File: src/rtl/adc_mem_capture.sv
// Single-shot dual-channel ADC capture into BRAM port B, optionally trigger-gated.
// Defining ADC_CAP_DECIM_EN adds cap_decim_i (write every (cap_decim_i+1)-th sample).
// state   | meaning
// IDLE    | waiting for an accepted start
// ARMED   | configuration latched, waiting for go (immediate) or trigger edge
// CAPTURE | registering ADC samples into memory
// DONE    | capture finished, done flag held until next start
module adc_mem_capture #(
  parameter int ADDR_WIDTH = 11,
  parameter int ADC_WIDTH  = 14
) (
  input  logic                  clk,
  input  logic                  rst_n,
  input  logic                  cap_start_i,
  input  logic                  cap_abort_i,
  input  logic [ADDR_WIDTH-1:0] cap_len_i,
  input  logic                  trig_mode_i,
  input  logic                  trig_i,
  input  logic [ADC_WIDTH-1:0]  adc_ch0_i,
  input  logic [ADC_WIDTH-1:0]  adc_ch1_i,
`ifdef ADC_CAP_DECIM_EN
  input  logic [7:0]            cap_decim_i,
`endif
  output logic [ADDR_WIDTH-1:0] mem_addr_o,
  output logic                  mem_we_o,
  output logic [31:0]           mem_data_o,
  output logic                  cap_busy_o,
  output logic                  cap_done_o,
  output logic [ADDR_WIDTH:0]   cap_count_o
);

  typedef enum logic [1:0] {S_IDLE, S_ARMED, S_CAPTURE, S_DONE} state_t;

  state_t                r_state, w_state_nxt;
  logic [ADDR_WIDTH:0]   r_len_tgt, r_count;
  logic                  r_trig_mode, r_trig_d;
  logic                  r_we;
  logic [ADDR_WIDTH-1:0] r_addr;
  logic [31:0]           r_data;
  logic                  w_accept, w_write, w_edge, w_dec_ok;
  logic [15:0]           w_ext0, w_ext1;

  assign w_ext0 = 16'($signed(adc_ch0_i));
  assign w_ext1 = 16'($signed(adc_ch1_i));
  assign w_edge = trig_i & ~r_trig_d;

`ifdef ADC_CAP_DECIM_EN
  logic [7:0] r_decim, r_dcnt;
  assign w_dec_ok = (r_dcnt == 8'd0);

  // Down-counter restarts at zero on entry so the first CAPTURE sample is always written.
  always_ff @(posedge clk) begin
    if (!rst_n) begin
      r_decim <= 8'd0;
      r_dcnt  <= 8'd0;
    end else if (w_accept) begin
      r_decim <= cap_decim_i;
      r_dcnt  <= 8'd0;
    end else if (w_write) begin
      r_dcnt  <= r_decim;
    end else if (r_state == S_CAPTURE && r_dcnt != 8'd0) begin
      r_dcnt  <= r_dcnt - 8'd1;
    end
  end
`else
  assign w_dec_ok = 1'b1;
`endif

  always_ff @(posedge clk) begin
    if (!rst_n) r_state <= S_IDLE;
    else        r_state <= w_state_nxt;
  end

  always_comb begin
    w_state_nxt = r_state;
    w_accept    = 1'b0;
    w_write     = 1'b0;
    case (r_state)
      S_IDLE, S_DONE: begin
        if (cap_start_i && !cap_abort_i) begin
          w_accept    = 1'b1;
          w_state_nxt = S_ARMED;
        end
      end
      S_ARMED: begin
        if (cap_abort_i)                     w_state_nxt = S_IDLE;
        else if (!r_trig_mode || w_edge)     w_state_nxt = S_CAPTURE;
      end
      S_CAPTURE: begin
        if (cap_abort_i)                     w_state_nxt = S_IDLE;
        else if (r_count == r_len_tgt)       w_state_nxt = S_DONE;
        else                                 w_write     = w_dec_ok;
      end
      default: w_state_nxt = S_IDLE;
    endcase
  end

  // A zero length maps to 2^ADDR_WIDTH via the extra target bit.
  always_ff @(posedge clk) begin
    if (!rst_n) begin
      r_len_tgt   <= '0;
      r_trig_mode <= 1'b0;
      r_trig_d    <= 1'b0;
      r_count     <= '0;
      r_we        <= 1'b0;
      r_addr      <= '0;
      r_data      <= '0;
    end else begin
      r_trig_d <= trig_i;
      r_we     <= w_write;
      if (w_accept) begin
        r_len_tgt   <= {(cap_len_i == '0), cap_len_i};
        r_trig_mode <= trig_mode_i;
        r_count     <= '0;
      end else if (w_write) begin
        r_addr  <= r_count[ADDR_WIDTH-1:0];
        r_data  <= {w_ext1, w_ext0};
        r_count <= r_count + (ADDR_WIDTH+1)'(1);
      end
    end
  end

  assign mem_addr_o  = r_addr;
  assign mem_we_o    = r_we;
  assign mem_data_o  = r_data;
  assign cap_busy_o  = (r_state == S_ARMED) || (r_state == S_CAPTURE);
  assign cap_done_o  = (r_state == S_DONE);
  assign cap_count_o = r_count;

endmodule

File: config.mk
export PLATFORM = sky130hd
export DESIGN_NAME = adc_mem_capture
export DESIGN_NICKNAME = d
export VERILOG_FILES = /design/src/rtl/adc_mem_capture.sv
export SDC_FILE = /design/constraint.sdc
export NUM_CORES = 1
export LEC_CHECK = 0
export ABC_AREA = 1
export ABC_CLOCK_PERIOD_IN_PS = 2300
export BUFFER_PORTS_ARGS = -buffer_cell sky130_fd_sc_hd__buf_4
export CORE_UTILIZATION = 50
export DETAILED_ROUTE_END_ITERATION = 16
export PLACE_DENSITY_LB_ADDON = 0.2
export SKIP_LAST_GASP = 1
export SLEW_MARGIN = 30
export SYNTH_ARGS = -nofsm -noshare
export SYNTH_HDL_FRONTEND = slang
export SYNTH_SLANG_ARGS = --single-unit
File: constraint.sdc
create_clock -name clk -period 2.3 [get_ports clk]
set_clock_uncertainty 0.2 [all_clocks]
set_input_delay 0.23 -clock clk [delete_from_list [all_inputs] [get_ports clk]]
set_output_delay 0.23 -clock clk [all_outputs]
set_load 0.02 [all_outputs]
==> results of run 1 <==
-- critical path, cell delays in order, from the launching register on --
cell	delay [ns]
dfxtp_1	0.37
inv_1	0.07
ha_1	0.30
inv_1	0.13
nor3_2	0.07
inv_2	0.33
nand2_8	0.25
nor2_1	0.20
nor2_1	0.09
-- through the flow --
stage,total power [W],hold WS (ns)
global route,0.00280,0.00225
CTS,0.00269,0.00221
detailed placement,0.00159,0.224
global placement,0.00159,0.220
finish,0.00269,0.00149
floorplan,0.00146,0.123
-- layout make-up --
type                            count  share of cell area
Clock inverter                      7              0.0210
Inverter                           31              0.0279
Sequential cell                    68               0.313
Multi-Input combinational cell    278               0.304
Timing Repair Buffer              153               0.285
Tap cell                           72              0.0207
Clock buffer                        9              0.0285
-- cells by family after synthesis --
kind of cell	synth area share
buffers and inverters	0.0954
flip-flops	0.459
AO/OA/AOI/OAI	0.138
XOR/XNOR	0.0295
AND/OR/NAND/NOR	0.260
adder cells (fa/ha/maj)	0.0169
-- per-layer routing --
metal / GRT usage / vias up / wire (um)
li1: - / 1545 / -
met1: 0.333 / 1443 / 3470
met2: 0.457 / 128 / 3960
met3: 0.100 / 24 / 658
met4: 0.0927 / 0 / 204
met5: 0 / - / 0
-- power breakdown --
| part | switching (W) | internal (W) | leakage, nW |
|---|---|---|---|
| combinational | 0.000196 | 0.000181 | 1.43 |
| clock | 0.000463 | 0.000606 | 0.109 |
| sequential | 0.0000263 | 0.00122 | 0.550 |
| total | 0.000686 | 0.00201 | 2.09 |
-- final timing paths --
kind         cells after the start             to          from  slack (ns)
min                              3   r_len_tgt[0]  cap_len_i[0]       0.001
max reg2reg                      8  mem_data_o[6]    r_state[0]        0.17
max                              8  mem_data_o[6]    r_state[0]        0.17
min reg2reg                      2   r_len_tgt[0]  r_len_tgt[0]        0.27
-- flip-flops by register name, summed over array words and instances, names as in the netlist --
signal / count
r_trig_d: 1
cap_count_o: 12
mem_addr_o: 11
mem_data_o: 28
r_trig_mode: 1
mem_we_o: 1
r_len_tgt: 12
r_state: 2
-- timing repair --
action / in CTS / in global routing
gates resized for setup: 0 / 1
hold buffers: 37 / 0
endpoints found under the hold margin: 37 / 0
setup endpoints to repair: 0 / 1
-- synth_stat cells, drive strengths merged --
cell type,n,area (um2)
nand4,3,18.8
nand2,62,252
a211oi,1,7.51
nor3,4,25.0
ha,4,50.1
o211ai,1,7.51
dfxtp,68,1360
nor2,105,424
clkbuf,10,37.5
xnor2,5,43.8
xor2,5,43.8
a21oi,22,110
buf,14,124
o21ai,57,285
inv,31,121
nor4,2,12.5
nand3,7,40.0
==> summary.md, run 1 <==
| Metric | Value |
|---|---|
| Synth Cell Area | `0.00296 mm2` |
| First-pass GRT wire length | `13,400 um` |
| Number of global-route vias before repair | `between 2,000 and 3,000` |
| Port bufs | `102` |
| Area occupied by multi-input gates | `roughly 0.0013 mm2` |
| CP max FO | `39` |
| N_diodes | `0` |
| Endpoints failing hold | `0` |
| Synth unique cells | `29` |
| H-tree depth | `3` |
| Pre-CTS setup slack | `0.245 ns` |
| Period minus WS final | `approximately 2.1 ns` |
| P per Cell Area | `619 mW/mm2` |
| Nets | `just under 600` |
| Vias per std cell | `5.08` |
| Die X-Extent | `79.0 um` |
| Max-cap violations | `0` |
| Via Count | `3,140` |
| Endpoints failing setup | `0` |
| Share of layout cells above drive strength 1 | `0.277` |
| Post-synthesis sequential area ratio | `0.459` |
| Hold Path Class | `primary input to flip-flop` |
| Syn nets | `450` |
| Largest net degree at the start of global routing | `40` |
| Initial Util | `0.529` |
| Max Fclk | `469 MHz` |
| Synthesized instance count | `roughly 400` |
| Initial antenna violation count | `0` |
| Fillcell total | `417` |
| Number of remaining DRC errors | `0` |
| CTS tree | `yes` |
| Syn_area_per_cell | `7.39 um2` |
| Core Area | `0.00561 mm2` |
| Final WS setup | `0.168 ns` |
| GR Overflow Total | `0` |
| Reg area | `0.00136 mm2` |
| Layout area overhead | `46.7%` |
| FF+latch count, synth | `68` |
| Worst slew pin tran | `between 0.4 and 0.5 ns` |
| Final cell count without fillers | `618` |
| Outcome | `finished, final reports clean` |
| YS warnings | `0` |
| Finished Cell Area | `0.00435 mm2` |
| Worst VDD drop | `0.465 mV` |
| Placed cell areas | `0.00376 mm2` |
| Dpl hpwl | `about 5300 um` |
| Total CTS buffers | `9` |
| Clock Sinks | `68` |
| Die height | `79.0 um` |
| First-pass DRT Iterations | `5` |
| Critical Path RT | `2.33 ns` |
| Commonest cells after routing, fill and taps aside | `116 x buf_4, 93 x nor2_1, 68 x dfxtp_1` |
| Most common cell after layout, fill and taps aside | `buf_4` |
| Clk buf depth | `2` |
| Routed len/inst | `between 10 and 15 um` |
| Startpoint Class | `flip-flop` |
| Clock Latency Late Sink | `0.34 ns` |
| Boundary Pins | `103` |
| Post-CTS setup buffer count | `0` |
| Post-Route WL | `8300 um` |
| TNS Setup | `0 ns` |
| Row count | `27` |
| Final Cycle Share | `0.927` |
| Crit Path Class | `flip-flop to flip-flop` |
| Utilization after layout | `0.776` |
| Final ANT Viol Nets | `0` |
| Starting DRT DRC Count | `191` |
| Critical path arrival | `2.16 ns` |
| Die area | `roughly 0.0062 mm2` |
| Slew headroom | `0.711` |
| RSZ-0062 raised after global routing | `false` |
| Global-route usage over all layers | `0.277` |
| Leakage | `about 2.1 nW` |
| Max Transition Viols Final | `0` |
| Clock Pin Slew Worst Setup and Hold Paths | `~0.070 ns` |
| Placed instance count | `between 500 and 600` |
| GP Congestion | `0.835` |
| Root buf cell | `clkbuf_8` |
| Crit end category | `flip-flop` |
Power figures use the tool's default switching activity.
==> run 2, diff against run 1 <==
Settings changed: PLACE_DENSITY set to 0.8, PLACE_DENSITY_LB_ADDON 0.2 to not set.
==> summary.md, run 2 (synthesis results as in run 1) <==
| Metric | Value |
|---|---|
| Total CTS buffers | `9 (unchanged)` |
| Global-route usage over all layers | `0.279 (+0.00158)` |
| Reg-to-reg endpoint | `cap_count_o[10]` |
| Endpoints failing hold | `0 (unchanged)` |
| Most common cell after layout, fill and taps aside | `buf_4` |
| Layout area overhead | `48.9%` |
| Die height | `79.0 um (unchanged)` |
| Port bufs | `102 (unchanged)` |
| Routed len/inst | `13.1 um (-2.6%)` |
| Via Count | `3,136 (-0.13%)` |
| Max-cap violations | `0 (unchanged)` |
| Period minus WS final | `2.14 ns (+0.0108 ns)` |
| Final cell count without fillers | `626 (+1.3%)` |
| Final Cycle Share | `0.932 (+0.00470)` |
| Number of global-route vias before repair | `3,032 (+4.8%)` |
| Die X-Extent | `79.0 um (unchanged)` |
| Clk buf depth | `2 (unchanged)` |
| Post-Route WL | `8190 um (-1.3%)` |
| Die area | `0.00624 mm2 (unchanged)` |
| Dpl hpwl | `5150 um (-3.5%)` |
| Final ANT Viol Nets | `0 (unchanged)` |
| N_diodes | `0 (unchanged)` |
| Comb pwr share | `0.147 (+0.007)` |
| Leakage | `2.12 nW (+1.5%)` |
| Slew headroom | `0.764 (+0.0530)` |
| Initial antenna violation count | `0 (unchanged)` |
| Hold Path Class | `primary input to flip-flop` |
| Final WS setup | `0.157 ns (-0.0108 ns)` |
| Clock Pin Slew Worst Setup and Hold Paths | `0.07 ns (about the same)` |
| Largest net degree at the start of global routing | `40 (unchanged)` |
| CP max FO | `13 (-67%)` |
| Root buf cell | `clkbuf_8` |
| Nets | `598 (+1.4%)` |
| CTS tree | `yes` |
| Max Fclk | `467 MHz (-0.50%)` |
| TNS Setup | `0 ns (unchanged)` |
| Vias per std cell | `5.01 (-1.4%)` |
| Flop-to-flop setup slack | `0.16 ns (about the same)` |
| Share of layout cells above drive strength 1 | `0.276 (-0.000383)` |
| Initial Util | `0.529 (unchanged)` |
| Startpoint Class | `flip-flop` |
| Core Area | `0.00561 mm2 (unchanged)` |
| GP Congestion | `0.831 (-0.50%)` |
| FF-to-FF path depth | `8 (unchanged)` |
| Max reg flops | `28 (unchanged)` |
| Critical Path RT | `2.32 ns (about the same)` |
| H-tree depth | `3 (unchanged)` |
| Commonest cells after routing, fill and taps aside | `119 x buf_4, 93 x nor2_1, 68 x dfxtp_1` |
| Sequential power share | `0.474 (+0.011)` |
| Clock Latency Late Sink | `0.34 ns (about the same)` |
| Hold path startpoint | `rst_n` |
| Worst slew pin tran | `0.351 ns (-0.0807 ns)` |
| Boundary Pins | `103 (unchanged)` |
| Row count | `27 (unchanged)` |
| Sw Pwr | `0.000685 W (-0.17%)` |
| Worst flop-to-flop path startpoint | `r_state[0]` |
| P per Cell Area | `595 mW/mm2 (-3.9%)` |
| First-pass GRT wire length | `13,500 um (+0.67%)` |
| Pre-CTS setup slack | `0.214 ns (-0.0315 ns)` |
| Max Transition Viols Final | `0 (unchanged)` |
| Outcome | `finished, final reports clean` |
| First-pass DRT Iterations | `5 (unchanged)` |
| Clock Sinks | `68 (unchanged)` |
| Placed instance count | `568 (+0.53%)` |
| WHS Path Cells | `3 (unchanged)` |
| Endpoints failing setup | `0 (unchanged)` |
| Crit end category | `flip-flop` |
| Critical path arrival | `2.17 ns (about the same)` |
| Net Sw Frac | `0.261 (+0.00598)` |
| Worst VDD drop | `0.396 mV (-15%)` |
| Number of remaining DRC errors | `0 (unchanged)` |
| Starting DRT DRC Count | `153 (-20%)` |
| Clock share of power | `0.379 (-0.018)` |
| P_int | `0.00194 W (-3.2%)` |
| Crit Path Class | `flip-flop to flip-flop` |
| RSZ-0062 raised after global routing | `false` |
| Hold EP | `mem_data_o[27]` |
| Post-CTS setup buffer count | `0 (unchanged)` |
| GR Overflow Total | `0 (unchanged)` |
## run 2: cell count changes in the layout (fill, tap and decap cells not counted)
cell           change
dlygate4sd3_1      +5
buf_4              +3
clkinv_2           -2
bufinv_16          -1
clkbuf_1           +1
clkbuf_8           +1
inv_6              +1
nor2_2             -1
nor2_4             +1
o21ai_0            +1
o21ai_1            -1
## run 2: how the worst max path moves through the flow
stage | startpoint | to | slack (ns)
2_1_floorplan | r_state[0] | cap_count_o[10] | 0.26
3_3_place_gp | r_state[0] | cap_count_o[10] | 0.27
3_5_place_dp | r_state[0] | mem_data_o[9] | 0.21
5_1_grt | r_state[0] | mem_addr_o[3] | 0.01
6_report | r_state[0] | cap_count_o[10] | 0.16
4_1_cts | r_state[0] | mem_data_o[7] | 0.19
## run 2: area by class of cell
class,instances,area (um2)
Clock inverter,5,60.1
Clock buffer,11,141
Multi-Input combinational cell,278,1330
Inverter,31,121
Sequential cell,68,1360
Tap cell,72,90.1
Timing Repair Buffer,161,1310
Fill cell,378,1190
## run 2: power groups by stage
stage	registers [W]	clock network (W)	logic, W
floorplan	0.00129	0	0.000171
global placement	0.00127	0	0.000316
detailed placement	0.00127	0	0.000321
CTS	0.00124	0.00101	0.000379
global route	0.00125	0.00106	0.000423
finish	0.00125	0.000996	0.000386
## run 2: timing repair
action	CTS	global route
gates resized for setup	0	1
hold endpoints to repair	41	0
setup endpoints to repair	0	5
hold buffers	42	0
## run 2: layer usage
layer  part of all wire  track usage  vias to the layer above
met3              0.053       0.0575                       26
met2               0.48        0.462                      108
met5                  0            0                        -
met1               0.43        0.338                     1433
met4              0.030        0.147                        0
li1                   -            -                     1569
## run 2: worst max-delay path: stages, from the launching register on
cell and delay, ns:
dfxtp_1 0.37, inv_1 0.07, ha_1 0.28, inv_1 0.08, nor3_2 0.33, inv_2 0.21
nand2_1 0.23, buf_4 0.19, a21oi_1 0.05
## run 2: per-stage QoR
step	hold WS, ns	util	total power (W)	area, um2
2_1_floorplan	0.123	-	0.00146	2960
4_1_cts	0.00249	0.786	0.00263	4410
3_5_place_dp	0.223	0.675	0.00159	3790
3_3_place_gp	0.218	0.675	0.00159	3790
5_1_grt	0.0328	0.787	0.00273	4410
6_report	0.0278	0.787	0.00263	4410
